**src/rtl/ha_serial_add_ctrl.sv**
```systemverilog
// Sequencer that time-shares one external half-adder to perform a WIDTH-bit
// ripple addition, two passes per bit (a^b first, then with incoming carry).
module ha_serial_add_ctrl #(
  parameter int WIDTH = 4
) (
  input  logic             clk,
  input  logic             rst_n,
  input  logic             ena,
  input  logic             start,
  input  logic [WIDTH-1:0] a,
  input  logic [WIDTH-1:0] b,
  output logic             ha_x,
  output logic             ha_y,
  input  logic             ha_s,
  input  logic             ha_c,
  output logic             busy,
  output logic             done,
  output logic [WIDTH-1:0] sum,
  output logic             cout
);

  localparam int IDX_W = (WIDTH > 1) ? $clog2(WIDTH) : 1;
  localparam logic [IDX_W-1:0] IDX_LAST = IDX_W'(WIDTH - 1);

  typedef enum logic [1:0] {
    IDLE = 2'd0,
    P0   = 2'd1,
    P1   = 2'd2,
    DONE = 2'd3
  } state_t;

  state_t           state_q;
  logic [IDX_W-1:0] idx_q;
  logic [WIDTH-1:0] a_q;
  logic [WIDTH-1:0] b_q;
  logic             carry_q;
  logic             s1_q;
  logic             c1_q;
  logic [WIDTH-1:0] sum_q;
  logic             cout_q;
  logic             busy_q;
  logic             done_q;
  logic             carry_d;

  // First and second pass carries are mutually exclusive, so OR acts as XOR.
  assign carry_d = c1_q | ha_c;

  // Operands are pure data: captured only on acceptance, never reset.
  always_ff @(posedge clk) begin
    if (ena && (state_q == IDLE) && start) begin
      a_q <= a;
      b_q <= b;
    end
  end

  always_comb begin
    ha_x = 1'b0;
    ha_y = 1'b0;
    case (state_q)
      P0: begin
        ha_x = a_q[idx_q];
        ha_y = b_q[idx_q];
      end
      P1: begin
        ha_x = s1_q;
        ha_y = carry_q;
      end
      default: begin
        ha_x = 1'b0;
        ha_y = 1'b0;
      end
    endcase
  end

  always_ff @(posedge clk or negedge rst_n) begin
    if (!rst_n) begin
      state_q <= IDLE;
      idx_q   <= '0;
      carry_q <= 1'b0;
      s1_q    <= 1'b0;
      c1_q    <= 1'b0;
      sum_q   <= '0;
      cout_q  <= 1'b0;
      busy_q  <= 1'b0;
      done_q  <= 1'b0;
    end else if (ena) begin
      done_q <= 1'b0;
      case (state_q)
        IDLE: begin
          if (start) begin
            carry_q <= 1'b0;
            idx_q   <= '0;
            busy_q  <= 1'b1;
            state_q <= P0;
          end
        end
        P0: begin
          s1_q    <= ha_s;
          c1_q    <= ha_c;
          state_q <= P1;
        end
        P1: begin
          sum_q[idx_q] <= ha_s;
          carry_q      <= carry_d;
          if (idx_q == IDX_LAST) begin
            cout_q  <= carry_d;
            busy_q  <= 1'b0;
            done_q  <= 1'b1;
            state_q <= DONE;
          end else begin
            idx_q   <= idx_q + IDX_W'(1);
            state_q <= P0;
          end
        end
        DONE: begin
          state_q <= IDLE;
        end
        default: begin
          state_q <= IDLE;
        end
      endcase
    end
  end

  assign busy = busy_q;
  assign done = done_q;
  assign sum  = sum_q;
  assign cout = cout_q;

endmodule

```
**config.mk**
```make
export PLATFORM = sky130hd
export DESIGN_NAME = ha_serial_add_ctrl
export DESIGN_NICKNAME = d
export VERILOG_FILES = /design/src/rtl/ha_serial_add_ctrl.sv
export SDC_FILE = /design/constraint.sdc
export NUM_CORES = 1
export LEC_CHECK = 0
export BUFFER_PORTS_ARGS = -buffer_cell sky130_fd_sc_hd__buf_2
export CAP_MARGIN = 5
export CORE_UTILIZATION = 55
export CTS_BUF_LIST = sky130_fd_sc_hd__clkbuf_4
export CTS_CLUSTER_SIZE = 14
export DETAILED_ROUTE_END_ITERATION = 8
export GPL_TIMING_DRIVEN = 0
export PLACE_DENSITY_LB_ADDON = 0.25
export SLEW_MARGIN = 20
export SYNTH_ARGS = -nofsm -noshare
export SYNTH_HDL_FRONTEND = slang
export SYNTH_SLANG_ARGS = --single-unit
```
**constraint.sdc**
```tcl
create_clock -name clk -period 3.99 [get_ports clk]
set_clock_uncertainty 0.05 [all_clocks]
set_input_delay 0.798 -clock clk [delete_from_list [all_inputs] [get_ports clk]]
set_output_delay 0.798 -clock clk [all_outputs]
set_load 0.02 [all_outputs]
```
======== Word level (Yosys, flattened, before mapping) ========
Index checks and enable logic that the tools add are counted.
operators by class
  bitwise logic cells ..................... 1
  multiplexer cells ....................... 22
  reduce and logical (&&, ||, !) cells .... 12
  eq/ne operators ......................... 7
  magnitude comparators ................... 2
  add/sub/neg operators ................... 1
operators by type and width
  cell                                                         number
  two-way mux 1 bit                                            8
  two-way mux 2 bit                                            4
  case mux 1 bit (2 select lines)                              4
  case mux 2 bit (4 select lines)                              1
  AND reduction 4 bit                                          2
  equality test 2 bit (second input constant)                  3
  inequality test 2 bit (second input constant)                3
  AND reduction 2 bit                                          3
  AND reduction 3 bit                                          2
  binary-select mux 1 bit (select 2 bit)                       2
  bitwise mux 4 bit                                            1
  case mux 2 bit (2 select lines)                              1
  logical AND 1 bit                                            3
  less-than comparator 2 x 3 -> 1 bit (second input constant)  1
  adder 2 x 1 -> 2 bit (second input constant)                 1
  demux 1 bit (select 2 bit)                                   1
  equality test 2 x 1 -> 1 bit (second input constant)         1
  >= comparator 2 x 1 -> 1 bit (second input constant)         1
  logical NOT 2 bit                                            1
  nonzero test 2 bit                                           1
  OR 1 bit                                                     1
word-level totals
  input bits .............................. 14
  output and inout port bits .............. 9
  register bits after elaboration ......... 22
  word-level logic and storage cells ...... 56

======== Longest topological paths before layout ========
  depth after elaboration ................. 5
  depth in mapped cells ................... 6
  depth with buffers taken out ............ 5

======== Worst setup path before layout ========
OpenSTA, ideal clock, no wires.
  path kind ............................... reg-to-output
  start point ............................. register state_q[1]
  end point ............................... output ha_y
  slack ................................... 1769 ps
  path buffers ............................ 0
  data arrival time ....................... 1373 ps
  stages on the path, launching flop included .. 5
  required time ........................... 3142 ps
  cells stage by stage .................... dfrtp_1 -> inv_1 -> ha_1 -> nand3_1 -> o21ai_0
on the way
  cells in the longest elaborated chain, start to end .. 2
  elaborated cells between the ends (all ways) .. 3
  classes of those cells .................. 2 x eq/ne; 1 x mux
RTL lines
  what                                                                        line  source
  start, declared                                                             32    state_t state_q;
  start signal, assigned                                                      77    state_q <= IDLE;
  start signal, assigned                                                      94    state_q <= P0;
  start signal, assigned                                                      100   state_q <= P1;
  equality test 2 bit / equality test 2 x 1 -> 1 bit (equally long branches)  59    case (state_q)
  case mux 1 bit (2 select lines) (*)                                         59
  end, declared                                                               13    output logic ha_y,
Every way passes the cells marked *; elsewhere a longest branch is shown, timed or not.

======== Worst setup path after layout ========
Same ends and word-level chain as after synthesis.

==> impl_results.md <==
* Relative slew margins at 76.9%
* DR vias at 775
* GR Layer Usage met3 at between 2 and 2.5%
* CP Launch Point: state_q[1]$_DFFE_PN0P_
* Sw power at around 0.00035 W
* Reg-to-reg startpoint: state_q[0]$_DFFE_PN0P_
* Post-synth EDFFs at 8
* Synth Cell Area at approximately 0.0011 mm^2
* Worst setup path endpoint: ha_y
* Max-Cap Viols at 0
* RR Endpoint: busy$_DFFE_PN0P_
* Leakage at about 0.60 nW
* Hold Vio Cnt, Final at 0
* Synth warnings at 0
* Core Region at a little under 0.002 mm^2
* Gpl congestion at between 0.8 and 0.9
* FMAX at about 370 MHz
* Syn_nets at about 110
* Area after DPL at 0.00127 mm^2
* Part of the power in registers at ~40%
* CP Class: reg -> out
* Vias in the first global route at 663
* Width of the die at 47.3 um
* H-tree Lvls at 1
* Register-to-Register Setup Slack at 2340 ps
* CTS tree: yes
* Ranking of synthesized cells by area: dfrtp_1 (31%), edfxtp_1 (21%), ha_1 (10%)
* Cells after Synth at 90
* Worst Path Required at around 3100 ps
* First-pass GRT wire length at about 2800 um
* Largest net degree at the start of global routing at 15
* Final core utilization at roughly 67%
* Busiest grt layer: met2
* Drt first pass iters at 4
* Status: finished, final reports clean
* Vias per cell at between 5 and 6
* Pint at 0.000539 W
* Final wirelength at ~1900 um
* Initial antenna violation count at 0
* Post-synth top area share at 31.0%
* Die Area at about 0.0022 mm^2
* Critical path depth at 6
* Worst Reg-to-Reg Cells at 5
* Total Nets Final at 140
* Yosys top cell by area: dfrtp_1
* Peak VDD IR at roughly 0.0004 V
* Slowest-stage cell, CP: dfrtp_1
* IO Pins at 23
* Final-report setup violation count at 0
* Die Ht at between 40 and 50 um
* Met2 global-route usage at about a third
* Clock Latency Late Sink at 300 ps
* Initial Util at between 50% and 60%
* Row count at 16
* Clock tree sinks at 22
* Pwr Density at about 700 mW/mm^2
* Sequential area share after synthesis at roughly 52%
* Worst-path clk slew at about 110 ps
* Final Cell Area at ~0.0013 mm^2
* Num CTS Buffers at 3
* HPWL after DPL at 1420 um
* Layout area overhead at 15.4%
* FF+latch count, synth at 22
* Final max-slew violation count at 0
* Final period util at about two thirds
* Min Tclk post-route at ~2700 ps
* DRC at 0
* Setup bufs post-CTS at 0
* CP max FO at 5
* First DRT Iteration DRCs at 15
* N_diodes at 0
* Combinational Power Share at between 40% and 50%
* Hold Crit Class: in -> async
* FFs w/ async S/R, synth at 63.6%
* Root buf cell: clkbuf_4
* Total GRT Usage at between 10% and 20%
* CP startpoint kind: flip-flop
* Post-CTS resize count at 0
* Slew @ Worst Pin at 345 ps
* Gr ovfl total at 0
* Gate family responsible for the most delay along the worst path: flip-flops
* Syn Area/Cell at 12.5 um^2
* Clock buffer depth at 2
* Crit-path cells: inv_1, ha_1, nand2_1, o31a_1, o21ai_0, buf_2
* Number of port buffers at 22
* Library cells used by synthesis at 28
* Setup repair after global routing missed its margin: no
* Antenna Nets Post-Route at 0
* WL/cell at about 13 um
* Setup crit end kind: primary output
* Sw frac at ~40%
* Cts hold-fix bufs at 0
* Clock power share at between 10% and 20%
* GR Layer Usage met1 at 23.7%
* CP peak stage delay at approximately 440 ps
* Setup TNS at 0 ps
* Ys flop type: dfrtp_1
* Share of cells above drive strength 1 at roughly 34%
* CP Data Arrival Time at approximately 1900 ps
* Bufs and invs on worst path at 2
cell families after synthesis:
group / count (synthesis) / synth area share [%]
DFF: 22 / 52.3
buffers and inverters: 9 / 4.66
and+or+nand+nor: 24 / 11.5
muxes: 15 / 14.4
adders and majority gates: 9 / 9.98
AOI/OAI and AO/OA: 11 / 7.10
final cells by class:
type	instances	area, um^2
Inverter	6	22.5
Multi-Input combinational cell	59	485
Fill cell	159	639
Tap cell	27	33.8
Sequential cell	22	591
Buffer	3	30.0
Clock buffer	4	30.0
Timing Repair Buffer	22	110
cells in the final DEF (no fill, tap or decap):
cell and instances:
mux2_2 5, inv_1 6, nand2b_2 1, nor3_1 1, nand2_4 1, o2111ai_1 1
edfxtp_1 8, mux2i_1 8, dfrtp_1 14, ha_1 9, a21oi_1 1, clkbuf_4 4
buf_2 22, buf_6 2, nand3_2 2, o31a_1 1, a41oi_1 1, a221o_1 1
and3_2 1, mux2_1 1, a31oi_1 1, nand3_1 6, buf_4 1, nand2b_1 1
o21ai_0 3, mux2_4 1, o211ai_1 1, a311o_1 1, nor2_1 4, nand2_1 7
routing by layer:
| metal | up-vias | routed length [um] |
|---|---|---|
| met3 | 4 | 72 |
| met5 | - | 0 |
| met1 | 374 | 835 |
| li1 | 377 | - |
| met4 | 0 | 21 |
| met2 | 20 | 955 |
worst min-delay path by stage:
stage	cells after the start	endpoint	slack, ps
after floorplan	1	s1_q$_DFFE_PN0P_	430
after detailed placement	1	sum[1]$_DFFE_PN0P_	430
after CTS	1	sum[3]$_DFFE_PN0P_	320
final	1	cout$_DFFE_PN0P_	320
after global placement	2	cout$_DFFE_PN0P_	410
after global routing	1	cout$_DFFE_PN0P_	330
through the flow:
stage	total power, W	instances	setup slack (ps)	hold slack (ps)
after floorplan	0.000672	90	1770	431
after global placement	0.000769	139	1710	410
after detailed placement	0.000784	139	1680	427
after CTS	0.000896	143	1290	321
after global routing	0.000954	143	1220	326
final	0.000890	143	1280	322
sequential cells by signal (all words and copies together), names as in the netlist:
register,count
b_q,4
s1_q,1
carry_q,1
state_q,2
done,1
idx_q,2
cout,1
sum,4
c1_q,1
busy,1
a_q,4
cells in the mapped netlist (all sizes together), types with 2 or more instances:
cell	number
nand3	8
nand2b	2
ha	9
inv	6
mux2	7
nor2	4
o21ai	3
buf	3
nand2	8
mux2i	8
dfrtp	14
edfxtp	8
power by group through the flow:
stage / registers, W / clock network [W] / logic, W
floorplan: 0.000388 / 0 / 0.000284
global placement: 0.000357 / 0 / 0.000412
detailed placement: 0.000361 / 0 / 0.000424
CTS: 0.000356 / 0.000113 / 0.000427
global route: 0.000365 / 0.000123 / 0.000466
finish: 0.000357 / 0.000109 / 0.000424
No activity file was read; power rests on OpenSTA's default activity.
